### src/rtl/passcode_entry_if.sv
// Passcode entry bus: system state and raw keys in, dialled digit, entry progress,
// stored passcode and result pulses out. The package carries the system FSM state
// type shared with the alarm controller.
package passcode_entry_pkg;
  typedef enum logic [1:0] {
    STATE_IDLE    = 2'd0,
    STATE_SET     = 2'd1,
    STATE_TRIGGER = 2'd2,
    STATE_ALERT   = 2'd3
  } fsm_state_t;
endpackage

interface passcode_entry_if #(
  parameter int NUM_DIGITS = 4
);
  import passcode_entry_pkg::*;

  localparam int IDX_W  = (NUM_DIGITS > 1) ? $clog2(NUM_DIGITS) : 1;
  localparam int CODE_W = NUM_DIGITS * 4;

  fsm_state_t        system_state;
  logic              key_up_n;
  logic              key_down_n;
  logic              key_enter_n;
  logic [3:0]        current_value;
  logic [IDX_W-1:0]  digit_index;
  logic [CODE_W-1:0] entered_code;
  logic [CODE_W-1:0] passcode;
  logic              code_ready;
  logic              code_match;
  logic              code_mismatch;

  modport master (
    output system_state, key_up_n, key_down_n, key_enter_n,
    input  current_value, digit_index, entered_code, passcode,
    input  code_ready, code_match, code_mismatch
  );

  modport slave (
    input  system_state, key_up_n, key_down_n, key_enter_n,
    output current_value, digit_index, entered_code, passcode,
    output code_ready, code_match, code_mismatch
  );
endinterface

### src/rtl/passcode_entry.sv
// Passcode entry: debounces the UP/DOWN/ENTER buttons, steps the dialled digit,
// assembles a multi-digit BCD entry and either stores it as the passcode (IDLE)
// or compares it against the stored passcode (TRIGGER/ALERT).
module passcode_entry
  import passcode_entry_pkg::*;
#(
  parameter int                      DEBOUNCE_CYCLES = 500_000,
  parameter int                      NUM_DIGITS      = 4,
  parameter logic [NUM_DIGITS*4-1:0] DEFAULT_CODE    = 16'h1234
) (
  input  logic           clk,
  input  logic           reset,
  passcode_entry_if.slave bus
);

  localparam int IDX_W  = (NUM_DIGITS > 1) ? $clog2(NUM_DIGITS) : 1;
  localparam int CODE_W = NUM_DIGITS * 4;
  localparam int CNT_W  = $clog2(DEBOUNCE_CYCLES + 1);
  localparam logic [CNT_W-1:0] CNT_LAST = CNT_W'(DEBOUNCE_CYCLES - 1);
  localparam logic [IDX_W-1:0] LAST_IDX = IDX_W'(NUM_DIGITS - 1);
  localparam int KEY_UP    = 0;
  localparam int KEY_DOWN  = 1;
  localparam int KEY_ENTER = 2;

  typedef enum logic {DIAL, EVAL} entry_state_t;

  function automatic logic [3:0] digit_inc(input logic [3:0] d);
    return (d >= 4'd9) ? 4'd0 : d + 4'd1;
  endfunction

  function automatic logic [3:0] digit_dec(input logic [3:0] d);
    return (d == 4'd0 || d > 4'd9) ? 4'd9 : d - 4'd1;
  endfunction

  // Key path: raw active-low buttons, index order {enter, down, up}
  logic [2:0]       raw_n;
  logic [2:0]       sync_p0;
  logic [2:0]       sync_p1;
  logic [2:0]       db_pressed;
  logic [2:0]       db_pressed_d;
  logic [CNT_W-1:0] db_cnt [3];
  logic [2:0]       press_evt;

  assign raw_n = {bus.key_enter_n, bus.key_down_n, bus.key_up_n};

  // Two-flop synchronizer into the clock domain; buttons read as released in reset
  always_ff @(posedge clk or posedge reset) begin
    if (reset) begin
      sync_p0 <= '1;
      sync_p1 <= '1;
    end else begin
      sync_p0 <= raw_n;
      sync_p1 <= sync_p0;
    end
  end

  // Debounce: adopt the synchronized level once it has disagreed for DEBOUNCE_CYCLES cycles
  always_ff @(posedge clk or posedge reset) begin
    if (reset) begin
      db_pressed   <= '0;
      db_pressed_d <= '0;
      for (int k = 0; k < 3; k++) db_cnt[k] <= '0;
    end else begin
      db_pressed_d <= db_pressed;
      for (int k = 0; k < 3; k++) begin
        if (~sync_p1[k] == db_pressed[k]) begin
          db_cnt[k] <= '0;
        end else if (db_cnt[k] == CNT_LAST) begin
          db_pressed[k] <= ~sync_p1[k];
          db_cnt[k]     <= '0;
        end else begin
          db_cnt[k] <= db_cnt[k] + CNT_W'(1);
        end
      end
    end
  end

  // One pulse per released->pressed edge, so a held key never repeats
  assign press_evt = db_pressed & ~db_pressed_d;

  // Entry FSM and datapath
  entry_state_t      state_q, state_n;
  fsm_state_t        sys_prev;
  logic [3:0]        value_q, value_n;
  logic [IDX_W-1:0]  idx_q, idx_n;
  logic [CODE_W-1:0] code_q, code_n;
  logic [CODE_W-1:0] pass_q, pass_n;
  logic              ready_q, ready_n;
  logic              match_q, match_n;
  logic              mismatch_q, mismatch_n;
  logic              abort;
  logic              enter_evt;
  logic              up_evt;
  logic              down_evt;

  // Any change of the system state cancels the entry in progress
  assign abort     = (bus.system_state != sys_prev);
  assign enter_evt = press_evt[KEY_ENTER];
  assign up_evt    = press_evt[KEY_UP]   & ~press_evt[KEY_DOWN] & ~enter_evt;
  assign down_evt  = press_evt[KEY_DOWN] & ~press_evt[KEY_UP]   & ~enter_evt;

  // State and output registers; result pulses appear the cycle after EVAL
  always_ff @(posedge clk or posedge reset) begin
    if (reset) begin
      state_q    <= DIAL;
      sys_prev   <= STATE_IDLE;
      value_q    <= '0;
      idx_q      <= '0;
      code_q     <= '0;
      pass_q     <= DEFAULT_CODE;
      ready_q    <= 1'b0;
      match_q    <= 1'b0;
      mismatch_q <= 1'b0;
    end else begin
      state_q    <= state_n;
      sys_prev   <= bus.system_state;
      value_q    <= value_n;
      idx_q      <= idx_n;
      code_q     <= code_n;
      pass_q     <= pass_n;
      ready_q    <= ready_n;
      match_q    <= match_n;
      mismatch_q <= mismatch_n;
    end
  end

  // Next state: abort has priority, EVAL ignores keys, DIAL applies ENTER over UP/DOWN
  always_comb begin
    state_n    = state_q;
    value_n    = value_q;
    idx_n      = idx_q;
    code_n     = code_q;
    pass_n     = pass_q;
    ready_n    = 1'b0;
    match_n    = 1'b0;
    mismatch_n = 1'b0;
    if (abort) begin
      state_n = DIAL;
      value_n = '0;
      idx_n   = '0;
      code_n  = '0;
    end else if (state_q == EVAL) begin
      ready_n = 1'b1;
      case (bus.system_state)
        STATE_IDLE: pass_n = code_q;
        STATE_TRIGGER, STATE_ALERT: begin
          if (code_q == pass_q) match_n = 1'b1;
          else                  mismatch_n = 1'b1;
        end
        default: ;
      endcase
      code_n  = '0;
      idx_n   = '0;
      state_n = DIAL;
    end else begin
      if (enter_evt) begin
        // Digit 0 occupies the most significant nibble
        for (int d = 0; d < NUM_DIGITS; d++) begin
          if (d == int'(idx_q)) code_n[(NUM_DIGITS-1-d)*4 +: 4] = value_q;
        end
        value_n = '0;
        if (idx_q == LAST_IDX) state_n = EVAL;
        else                   idx_n   = idx_q + 1'b1;
      end else if (up_evt) begin
        value_n = digit_inc(value_q);
      end else if (down_evt) begin
        value_n = digit_dec(value_q);
      end
    end
  end

  assign bus.current_value = value_q;
  assign bus.digit_index   = idx_q;
  assign bus.entered_code  = code_q;
  assign bus.passcode      = pass_q;
  assign bus.code_ready    = ready_q;
  assign bus.code_match    = match_q;
  assign bus.code_mismatch = mismatch_q;

endmodule
### src/flat_wrapper.sv
// flat-port wrapper written by rule: the top's interface ports become plain ports
module passcode_entry_flat import passcode_entry_pkg::*;
#(
  parameter int                      DEBOUNCE_CYCLES = 500_000,
  parameter int                      NUM_DIGITS      = 4,
  parameter logic [NUM_DIGITS*4-1:0] DEFAULT_CODE    = 16'h1234
)
  (clk, reset, bus_system_state, bus_key_up_n, bus_key_down_n, bus_key_enter_n, bus_current_value, bus_digit_index, bus_entered_code, bus_passcode, bus_code_ready, bus_code_match, bus_code_mismatch);
  passcode_entry_if #(.NUM_DIGITS(NUM_DIGITS)) bus_i ();
  input  logic clk;
  input  logic reset;
  input wire logic [$bits(bus_i.system_state)-1:0] bus_system_state;
  input wire logic [$bits(bus_i.key_up_n)-1:0] bus_key_up_n;
  input wire logic [$bits(bus_i.key_down_n)-1:0] bus_key_down_n;
  input wire logic [$bits(bus_i.key_enter_n)-1:0] bus_key_enter_n;
  output wire logic [$bits(bus_i.current_value)-1:0] bus_current_value;
  output wire logic [$bits(bus_i.digit_index)-1:0] bus_digit_index;
  output wire logic [$bits(bus_i.entered_code)-1:0] bus_entered_code;
  output wire logic [$bits(bus_i.passcode)-1:0] bus_passcode;
  output wire logic [$bits(bus_i.code_ready)-1:0] bus_code_ready;
  output wire logic [$bits(bus_i.code_match)-1:0] bus_code_match;
  output wire logic [$bits(bus_i.code_mismatch)-1:0] bus_code_mismatch;
  assign bus_i.system_state = bus_system_state;
  assign bus_i.key_up_n = bus_key_up_n;
  assign bus_i.key_down_n = bus_key_down_n;
  assign bus_i.key_enter_n = bus_key_enter_n;
  assign bus_current_value = bus_i.current_value;
  assign bus_digit_index = bus_i.digit_index;
  assign bus_entered_code = bus_i.entered_code;
  assign bus_passcode = bus_i.passcode;
  assign bus_code_ready = bus_i.code_ready;
  assign bus_code_match = bus_i.code_match;
  assign bus_code_mismatch = bus_i.code_mismatch;
  passcode_entry #(.DEBOUNCE_CYCLES(DEBOUNCE_CYCLES), .NUM_DIGITS(NUM_DIGITS), .DEFAULT_CODE(DEFAULT_CODE)) u_core (.clk(clk), .reset(reset), .bus(bus_i));
endmodule
### config.mk
export PLATFORM = sky130hd
export DESIGN_NAME = passcode_entry_flat
export DESIGN_NICKNAME = d
export VERILOG_FILES = /design/src/rtl/passcode_entry_if.sv /design/src/rtl/passcode_entry.sv /design/src/flat_wrapper.sv
export SDC_FILE = /design/constraint.sdc
export NUM_CORES = 1
export LEC_CHECK = 0
export ABC_CLOCK_PERIOD_IN_PS = 3510
export CAP_MARGIN = 5
export CORE_MARGIN = 5
export CORE_UTILIZATION = 45
export CTS_BUF_LIST = sky130_fd_sc_hd__clkbuf_16
export DETAILED_ROUTE_END_ITERATION = 16
export GPL_TIMING_DRIVEN = 0
export PLACE_DENSITY = 0.77
export SYNTH_ARGS = -nofsm -noshare
export SYNTH_HDL_FRONTEND = slang
export SYNTH_SLANG_ARGS = --single-unit
### constraint.sdc
create_clock -name clk -period 3.51 [get_ports clk]
set_clock_uncertainty 0.15 [all_clocks]
set_input_delay 0.702 -clock clk [delete_from_list [all_inputs] [get_ports clk]]
set_output_delay 0.702 -clock clk [all_outputs]
set_load 0.005 [all_outputs]
Yosys cells after proc, flatten, opt, wreduce, memory -nomap -nowiden
Cells that the tools add are included.
W data, S select, Z words.
{"block": "word_totals", "reg_bits": 113, "latch_bits": 0, "ramBits": 0, "romBits": 0, "input_bits": 7, "out_inout_bits": 41, "elab_cells": 120, "mem_count": 0}
{"block": "op_classes", "addsub": 6, "multipliers": 0, "div": 0, "magnitude_cmp": 2, "n_eq_ne": 16, "shift": 0, "mux": 38, "bitwise_logic": 16, "reduce_logical": 21}
{"op": "$mux W19", "n": 6}
{"op": "$add A19 B1 Y19 const B", "n": 3}
{"op": "$eq A19 B19 Y1 const B", "n": 3}
{"op": "$mux W16", "n": 3}
{"op": "$mux W4", "n": 11}
{"op": "$reduce_and A2 Y1", "n": 9}
{"op": "$eq A16 B16 Y1", "n": 1}
{"op": "$reduce_bool A3 Y1", "n": 5}
{"op": "$mux W1", "n": 14}
{"op": "$not A1 Y1", "n": 10}
{"op": "$mux W2", "n": 4}
{"op": "$eq A2 B2 Y1 const B", "n": 3}
{"op": "$add A4 B1 Y4 const B", "n": 1}
{"op": "$and A1 B1 Y1", "n": 4}
{"op": "$eq A2 B2 Y1 const A", "n": 2}
{"op": "$ge A4 B4 Y1 const B", "n": 1}
{"op": "$gt A4 B4 Y1 const B", "n": 1}
{"op": "$logic_not A2 Y1", "n": 2}
{"op": "$logic_not A4 Y1", "n": 1}
{"op": "$reduce_bool A4 Y1", "n": 1}
{"op": "$sub A4 B1 Y4 const B", "n": 1}
{"op": "$and A3 B3 Y3", "n": 1}
{"op": "$eq A1 B1 Y1", "n": 3}
{"op": "$ne A3 B1 Y1 const B", "n": 1}
{"op": "other kinds (8)", "n": 8}

Depth between registers and ports, before layout
Gate-level depths: netlist of the first run.
{"block": "logic_depth", "depth_word": 10, "mapped_depth": 8, "mapped_depth_nobuf": 7}

Worst setup path after synthesis of the first run
OpenSTA, ideal clock, no wires.
{"block": "synth_path", "path_kind": "in2reg", "startpoint": "input port bus_system_state[1]", "endpoint": "register u_core.value_q[2] (netlist: u_core.bus.current_value[2])", "setup_ns": 0.066, "t_arrival_ns": 1.897, "required_ns": 3.294, "setup_slack_ns": 1.397, "path_stages": 5, "path_buffers": 0, "cell_sequence": "xor2_1 > or3_1 > or3_4 > a31oi_1 > a22o_1"}
{"block": "synth_between", "elab_chain_len": 3, "word_cells_on_any_way": 5, "cone_classes": "eq/ne: 2; mux: 1; reduce/logical: 2"}
{"element": "start, declared", "line_no": "flat_wrapper.sv:12", "source": "input wire logic [$bits(bus_i.system_state)-1:0] bus_system_state;"}
{"element": "$ne A2 B2 Y1 *", "line_no": "passcode_entry.sv:97", "source": "assign abort = (bus.system_state != sys_prev);"}
{"element": "$ne A2 B2 Y1 (no source line) / $reduce_bool A4 Y1 (equally long branches)"}
{"element": "$reduce_and A2 Y1 (no source line)"}
{"element": "end signal, assigned", "line_no": "passcode_entry.sv:117", "source": "value_q <= value_n;"}
{"element": "end, declared", "line_no": "passcode_entry.sv:84", "source": "logic [3:0] value_q, value_n;"}
Mark *: on every way between the ends. The rest lies on a longest branch, timed or not.
A chain may end at the register's enable or synchronous reset.

Worst setup path after layout of the first run
{"block": "layout_path", "startpoint": "input port bus_system_state[1]", "endpoint": "register u_core.code_q[12] (netlist: u_core.bus.entered_code[12])"}
{"block": "layout_between", "elab_chain_len": 3, "word_cells_on_any_way": 5, "cone_classes": "eq/ne: 1; mux: 1; reduce/logical: 3"}
{"element": "$ne A2 B2 Y1 *", "line_no": "passcode_entry.sv:97"}
{"element": "$reduce_bool A3 Y1 (no source line)"}
{"element": "$reduce_and A2 Y1 (no source line)"}
{"element": "end signal, assigned", "line_no": "passcode_entry.sv:119", "source": "code_q <= code_n;"}
{"element": "end, declared", "line_no": "passcode_entry.sv:86", "source": "logic [CODE_W-1:0] code_q, code_n;"}
Marks and branches as above.

==> parameters.txt, run 1 <==
Parameter                              Value

Floorplan
  Effective utilization at floorplan ... between 40% and 50%
  Num ports ... 48
  Std-Cell Core Area ... 0.0115 mm^2
  Die width ... between 100 and 150 um
  Std-Cell Rows ... 39
  Chip height ... around 120 um
  Total Die Area ... approximately 0.014 mm^2

Drt
  Post-DR vias/cell ... roughly 5.3
  Residual antenna-violating net count after detailed routing ... 0
  Detailed router's first-iteration violation count ... roughly 240
  Total number of vias ... between 3,000 and 4,000
  DRT Pass-1 Iters ... 5
  DR DRC count ... 0
  Avg WL per Cell ... ~15 um
  Wire length after detailed routing ... 11.2 mm

Critical path
  Sum of buffers and inverters on the critical path ... 3
  Critical path's slowest cell ... clkdlybuf4s50_1
  Worst R2R Start ... u_core.bus.current_value[1]
  Delay of the slowest cell on the worst path ... ~0.59 ns
  Series of cell instances along the critical path ... clkdlybuf4s50_1, xor2_1, or3_1, clkbuf_1, clkbuf_1, a21oi_1
  First element of the critical path ... bus_system_state[1]
  Critical path's most frequent cell ... clkbuf_1
  Critical path capture point ... u_core.bus.entered_code[12]
  Number of gates on the worst path with buffers counted ... 6
  R2R Setup Slk ... 1.19 ns
  Capturing element type of the critical path ... flop
  Arrival time of data at the critical path endpoint ... roughly 2.7 ns
  Category of the critical setup timing path ... primary input to flop
  Worst reg2reg path depth ... 7
  Largest fanout on the critical path ... 10
  Category of the worst setup path launch point ... primary input
  Critical register-to-register path endpoint ... u_core.bus.current_value[2]
  Worst endpoint required time ... roughly 3.6 ns
  Top cell family by delay on the critical path ... buffers and inverters

Clock tree
  Root buffer cell ... clkbuf_16
  Clock slew seen by the registers of the worst setup and hold paths ... approximately 0.060 ns
  Number of H-tree levels ... 4
  Total clock buffers created by CTS ... 17
  Clk_lat worst skew ... 0.40 ns
  Post-CTS Setup Bufs ... 0
  Number of resized instances in the post-cts repair step ... 0
  CTS tree ... done
  Post-cts hold buffer count ... 0
  Count of clock tree sinks ... about 110
  Max Buffers Root-to-Sink ... 2

Power and ir drop
  Power density relative to cell area ... 480 mW/mm^2
  Portion of total power attributed to combinational logic ... ~2.8%
  Switching part of the total ... 20.5%
  Leakage dissipation ... 2.83 nW
  Net switching power ... ~650 uW
  Sequential group share of total power ... 42.1%
  Share of power burned in the clock network ... a little under three fifths
  Max IR drop VDD ... 0.000335 V
  Cell internal power dissipation ... roughly 2.5 mW

STA
  Fmax ... just under 400 MHz
  Final Hold Violating Endpoints ... 0
  Setup repair after global routing missed its margin ... false
  Min cycle time layout ... approximately 2.6 ns
  Total Negative Setup Slacks ... 0 ns
  Final worst-path cycle share ... 73.2%
  Worst slew pin tran ... 0.752 ns
  Slew margin rel. ... about 50%
  Number of failing setup endpoints in the final timing report ... 0
  Worst hold margin ... 0.204 ns
  Fin. max-slew vios ... 0
  Worst Setup Slack, final ... between 0.9 and 1 ns

Global route
  Overall global routing resource usage ... between 10% and 20%
  First-pass GRT wire length ... 19.9 mm
  Number of antenna violations at the first check in global routing ... 0
  Via count of the first global-routing pass ... between 4,000 and 5,000
  Remaining global-route overflow ... 0
  Pin count of the biggest net entering global routing ... 46

Logic synthesis
  Syn avg cell area ... between 10 and 15 um^2
  Leading post-synthesis cells by cell area ... dfrtp_1, xor2_1, nor2_1, dfstp_2, xnor2_1
  Library cell with the highest instance count after synthesis ... dfrtp_1
  Top_reg_cell synth ... dfrtp_1
  Number of flops mapped to enable cells by yosys ... 0
  Cell taking the most area after synthesis ... dfrtp_1
  Number of nets in the synthesized netlist ... around 530
  Area of the mapped netlist ... 0.00531 mm^2
  Distinct cells, synth ... 46
  Commonest cells post-synth ... dfrtp_1, nor2_1, nand2_1, xor2_1, nand3_1
  Portion of synthesized cell area occupied by the leading cell type ... around half
  Seq/Total Area, Yosys ... between 50 and 60%
  Asr flop ratio synth ... 100%
  Number of synthesis warnings ... 0
  Synth Register Bits ... around 110
  Post-synthesis cell count ... roughly 500

Finish
  Share of the core filled with cells ... between 50% and 60%
  Final-layout fill cell count ... 898
  Net count of the finished layout ... 601
  Number of non-filler instances in the completed layout ... between 700 and 800
  Growth of design area from synthesis to finish ... 24.4%
  Diode insertion count for antenna repair ... 0
  Share of post-route cells with drive strength above 1 ... between 10% and 20%

Place
  HPWL after detailed placement ... about 7.5 mm
  Routability Congestion ... 0.838
  Post-Place Setup Slack ... 0.551 ns
  Number of I/O port buffers ... 47
  Instance count after placement with tap cells included ... roughly 710

Hold path
  Class of the most critical hold timing path ... flop to flop

Flow run
  Reported max-cap violation count ... 0

Outcome
  Outcome ... finished, final reports clean
[sequential cells by signal (all words and copies together) (netlist names)]
| register | cells |
|---|---|
| u_core.bus.entered_code | 16 |
| u_core.sync_p1 | 3 |
| u_core.db_pressed | 3 |
| u_core.sys_prev | 2 |
| u_core.bus.digit_index | 2 |
| u_core.bus.current_value | 4 |
| u_core.bus.code_match | 1 |
| u_core.bus.passcode | 16 |
| u_core.sync_p0 | 3 |
| u_core.db_cnt | 57 |
| u_core.db_pressed_d | 3 |
| u_core.bus.code_ready | 1 |
| u_core.state_q | 1 |
| u_core.bus.code_mismatch | 1 |
[routing by layer]
layer / wire length, um / track usage, %
met5: 0 / 0
met4: 180 / 4.82
met3: 440 / 5.01
met2: 5860 / 29.4
met1: 4710 / 20.5
[final cells by class]
| type | instances | area (um^2) | share of cell area [%] |
|---|---|---|---|
| Clock buffer | 17 | 425 | 6.44 |
| Tap cell | 143 | 179 | 2.71 |
| Multi-Input combinational cell | 372 | 2340 | 35.5 |
| Buffer | 15 | 70.1 | 1.06 |
| Inverter | 15 | 60.1 | 0.910 |
| Timing Repair Buffer | 49 | 510 | 7.73 |
| Clock inverter | 15 | 175 | 2.65 |
| Sequential cell | 113 | 2840 | 43.0 |
[power by group through the flow]
stage / Combinational [mW] / Sequential, mW / Clock (mW)
final: 0.0903 / 1.33 / 1.75
after global routing: 0.105 / 1.33 / 1.84
after CTS: 0.0932 / 1.33 / 1.77
after detailed placement: 0.0915 / 1.36 / 0
after global placement: 0.0835 / 1.35 / 0
after floorplan: 0.0585 / 1.35 / 0
[worst register-to-register path: cells and delay by family, from the launching register on]
kind	cells	cell delay (ns)
simple gates	1	0.41
buf+inv	2	0.55
fa+ha+maj	1	0.23
compound gates	3	0.56
flops	1	0.36
[worst min-delay path by stage]
stage	to	cells after the start	from
after detailed placement	u_core.sync_p1[1]	0	u_core.sync_p0[1]
after CTS	u_core.sync_p1[1]	0	u_core.sync_p0[1]
after floorplan	u_core.sync_p1[0]	0	u_core.sync_p0[0]
after global routing	u_core.sync_p1[1]	0	u_core.sync_p0[1]
final	u_core.sync_p1[1]	0	u_core.sync_p0[1]
after global placement	u_core.sync_p1[0]	0	u_core.sync_p0[0]
[through the flow]
stage / total power [mW] / area (um^2)
finish: 3.17 / 6600
global route: 3.28 / 6600
CTS: 3.19 / 6600
detailed placement: 1.45 / 6000
global placement: 1.44 / 5960
floorplan: 1.41 / 5310
[cells by family after synthesis]
group	after synthesis	share of synthesized area, %
compound gates	36	4.20
xor+xnor	75	12.4
fa+ha+maj	11	2.59
buf+inv	30	2.38
flops	113	53.5
mux	18	3.77
simple gates	232	21.2
[placed cells by master, fill, tap and decap left out, drive strengths merged, types with 4 or more instances in the layout]
master,instances
a21oi,21
and3,9
buf,9
bufinv,4
clkbuf,25
clkdlybuf4s50,47
clkinv,8
dfrtp,102
dfstp,11
ha,11
inv,15
mux2,16
nand2,48
nand3,38
nand4,20
nor2,80
nor3,9
nor4,6
or2,4
xnor2,33
xor2,42
Power figures use the tool's default switching activity.
==> run 2: changes to the inputs <==
ABC_CLOCK_PERIOD_IN_PS = 2650   (was 3510)
PLACE_DENSITY = 0.75   (was 0.77)
clock period = 2.65 ns   (was 3.51 ns; I/O delays follow)
==> parameters.txt, run 2 (synthesized netlist as in run 1, its figures left out) <==
Parameter                              Value

Outcome
  Outcome ... finished, final reports clean

Power and ir drop
  Power density relative to cell area ... 605 mW/mm^2 (+26%)
  Leakage dissipation ... 2.81 nW (-0.66%)
  Switching part of the total ... 20.9% (+0.33 points)
  Sequential group share of total power ... 44.7% (+2.6 points)
  Net switching power ... 825 uW (+27%)
  Portion of total power attributed to combinational logic ... 3.0% (+0.2 points)
  Max IR drop VDD ... 0.000400 V (+19%)
  Cell internal power dissipation ... 3.13 mW (+24%)
  Post-layout total power ... 3.95 mW (+25%)
  Share of power burned in the clock network ... 52.3% (-2.8 points)

Critical path
  Capturing element type of the critical path ... flop
  Worst endpoint required time ... 2.77 ns (-0.85 ns)
  Category of the worst setup path launch point ... primary input
  Arrival time of data at the critical path endpoint ... 2.47 ns (-0.21 ns)
  Series of cell instances along the critical path ... clkdlybuf4s50_1, xor2_1, nor3b_2, nand2_1, buf_2, mux2_1
  Sum of buffers and inverters on the critical path ... 2 (-1)
  Largest fanout on the critical path ... 10 (unchanged)
  Critical path's slowest cell ... clkdlybuf4s50_1
  Top cell family by delay on the critical path ... buffers and inverters
  Delay of the slowest cell on the worst path ... 0.51 ns (-0.08 ns)
  Category of the critical setup timing path ... primary input to flop

Finish
  Area of all placed cells without fillers ... 0.00654 mm^2 (-0.99%)
  Commonest cells after routing, fill and taps aside ... dfrtp_1, nor2_1, nand2_1
  Share of the core filled with cells ... 57.0% (-0.57 points)
  Register name with the most flops ... u_core.db_cnt
  Total area of multi-input combinational cells ... 0.00234 mm^2 (unchanged)
  Most common cell after layout, fill and taps aside ... dfrtp_1
  Diode insertion count for antenna repair ... 0 (unchanged)
  Share of post-route cells with drive strength above 1 ... 9.75% (-0.82 points)
  Seq. cell area ... 0.00284 mm^2 (unchanged)
  Growth of design area from synthesis to finish ... 23.1%
  Final-layout fill cell count ... 948 (+5.6%)
  Number of flip-flops under the largest register name ... 57 (unchanged)
  Net count of the finished layout ... 601 (unchanged)

Clock tree
  Max Buffers Root-to-Sink ... 2 (unchanged)
  Post-CTS Setup Bufs ... 0 (unchanged)
  Number of H-tree levels ... 4 (unchanged)
  Total clock buffers created by CTS ... 17 (unchanged)
  Count of clock tree sinks ... 113 (unchanged)
  Clock slew seen by the registers of the worst setup and hold paths ... 0.05 ns (about the same)
  Post-cts hold buffer count ... 0 (unchanged)
  Number of resized instances in the post-cts repair step ... 0 (unchanged)
  CTS tree ... done
  Clk_lat worst skew ... 0.40 ns (about the same)
  Root buffer cell ... clkbuf_16

Place
  Routability Congestion ... 0.879 (+4.8%)
  Number of I/O port buffers ... 47 (unchanged)
  HPWL after detailed placement ... 7.46 mm (-0.15%)
  Placed cell areas ... 0.00600 mm^2 (unchanged)
  Post-Place Setup Slack ... -0.0978 ns (-0.649 ns)

Drt
  Residual antenna-violating net count after detailed routing ... 0 (unchanged)
  DRT Pass-1 Iters ... 4 (-1)
  Wire length after detailed routing ... 10.9 mm (-3.0%)
  Detailed router's first-iteration violation count ... 183 (-23%)
  Total number of vias ... 3,884 (-1.2%)
  DR DRC count ... 0 (unchanged)
  Avg WL per Cell ... 14.7 um (-2.8%)
  Post-DR vias/cell ... 5.26 (-1.1%)

Flow run
  Reported max-cap violation count ... 0 (unchanged)

STA
  Final Hold Violating Endpoints ... 0 (unchanged)
  Fmax ... approximately 430 MHz
  Worst Setup Slack, final ... 0.306 ns (-0.633 ns)
  Number of failing setup endpoints in the final timing report ... 0 (unchanged)
  Setup repair after global routing missed its margin ... false
  Fin. max-slew vios ... 0 (unchanged)
  Final worst-path cycle share ... around nine tenths
  Worst slew pin tran ... 0.711 ns (-0.0411 ns)
  Slew margin rel. ... 52.3% (+2.8 points)
  Min cycle time layout ... roughly 2.3 ns

Global route
  Remaining global-route overflow ... 0 (unchanged)
  Met2 track utilization from global routing ... 26.8% (-2.6 points)
  Routing layer with the top usage in global route ... met2
  Global Route met1 Usage ... 19.7% (-0.82 points)
  Fraction of met3 tracks used by global routing ... 4.39% (-0.62 points)
  Via count of the first global-routing pass ... 4,015 (-3.4%)
  Overall global routing resource usage ... 16.0% (-0.90 points)
  Pin count of the biggest net entering global routing ... 46 (unchanged)
  First-pass GRT wire length ... 18.7 mm (-6.0%)
  Number of antenna violations at the first check in global routing ... 0 (unchanged)

Floorplan
  Die width ... 119 um (unchanged)
  Chip height ... 119 um (unchanged)
  Std-Cell Rows ... 39 (unchanged)
  Effective utilization at floorplan ... 46.3% (unchanged)
  Total Die Area ... 0.0141 mm^2 (unchanged)
  Std-Cell Core Area ... 0.0115 mm^2 (unchanged)
  Num ports ... 48 (unchanged)

Hold path
  Class of the most critical hold timing path ... flop to flop
[run 2: cell types whose count changed in the layout (fill, tap and decap cells not counted)]
cell	delta
inv_1	+2
clkinv_2	-1
clkinvlp_4	-2
clkinv_1	+2
bufinv_16	-2
[run 2: routing by layer]
metal  wire (um)  vias to the layer above  part of all wire [%]
met5           0                        -                     0
met1        4860                     1912                    45
met4         161                        0                   1.5
met3         428                       18                   3.9
met2        5410                       74                    50
li1            -                     1880                     -
[run 2: worst paths after layout]
| kind | endpoint | slack (ns) | cells past startpoint | startpoint |
|---|---|---|---|---|
| max reg2reg | u_core.bus.current_value[0] | 0.37 | 8 | u_core.bus.current_value[1] |
| max in group asynchronous | u_core.bus.passcode[4] | 1.26 | 3 | reset |
| max | u_core.bus.passcode[14] | 0.31 | 6 | bus_system_state[1] |
| min | u_core.sync_p1[1] | 0.20 | 0 | u_core.sync_p0[1] |
| min reg2reg | u_core.sync_p1[1] | 0.20 | 0 | u_core.sync_p0[1] |
| min in group asynchronous | u_core.db_cnt[10] | 0.41 | 2 | reset |
[run 2: layout make-up]
cell class,instances,area share [%]
Clock buffer,17,6.51
Tap cell,143,2.74
Clock inverter,14,1.68
Sequential cell,113,43.5
Multi-Input combinational cell,372,35.8
Inverter,15,0.919
Buffer,15,1.07
Timing Repair Buffer,49,7.81
[run 2: per-stage QoR]
stage          hold slack (ns)  std cells  TNS, ns
3_5_place_dp             0.198        707    -1.21
2_1_floorplan            0.195        515        0
5_1_grt                  0.212        738        0
6_report                 0.204        738        0
3_3_place_gp             0.195        705   -40.37
4_1_cts                  0.205        738        0
[run 2: power by group through the flow]
| stage | clock network, mW | registers [mW] | logic, mW |
|---|---|---|---|
| final | 2.07 | 1.77 | 0.118 |
| after global routing | 2.18 | 1.77 | 0.139 |
| after CTS | 2.09 | 1.77 | 0.123 |
| after detailed placement | 0 | 1.79 | 0.122 |
| after global placement | 0 | 1.79 | 0.111 |
| after floorplan | 0 | 1.79 | 0.0775 |
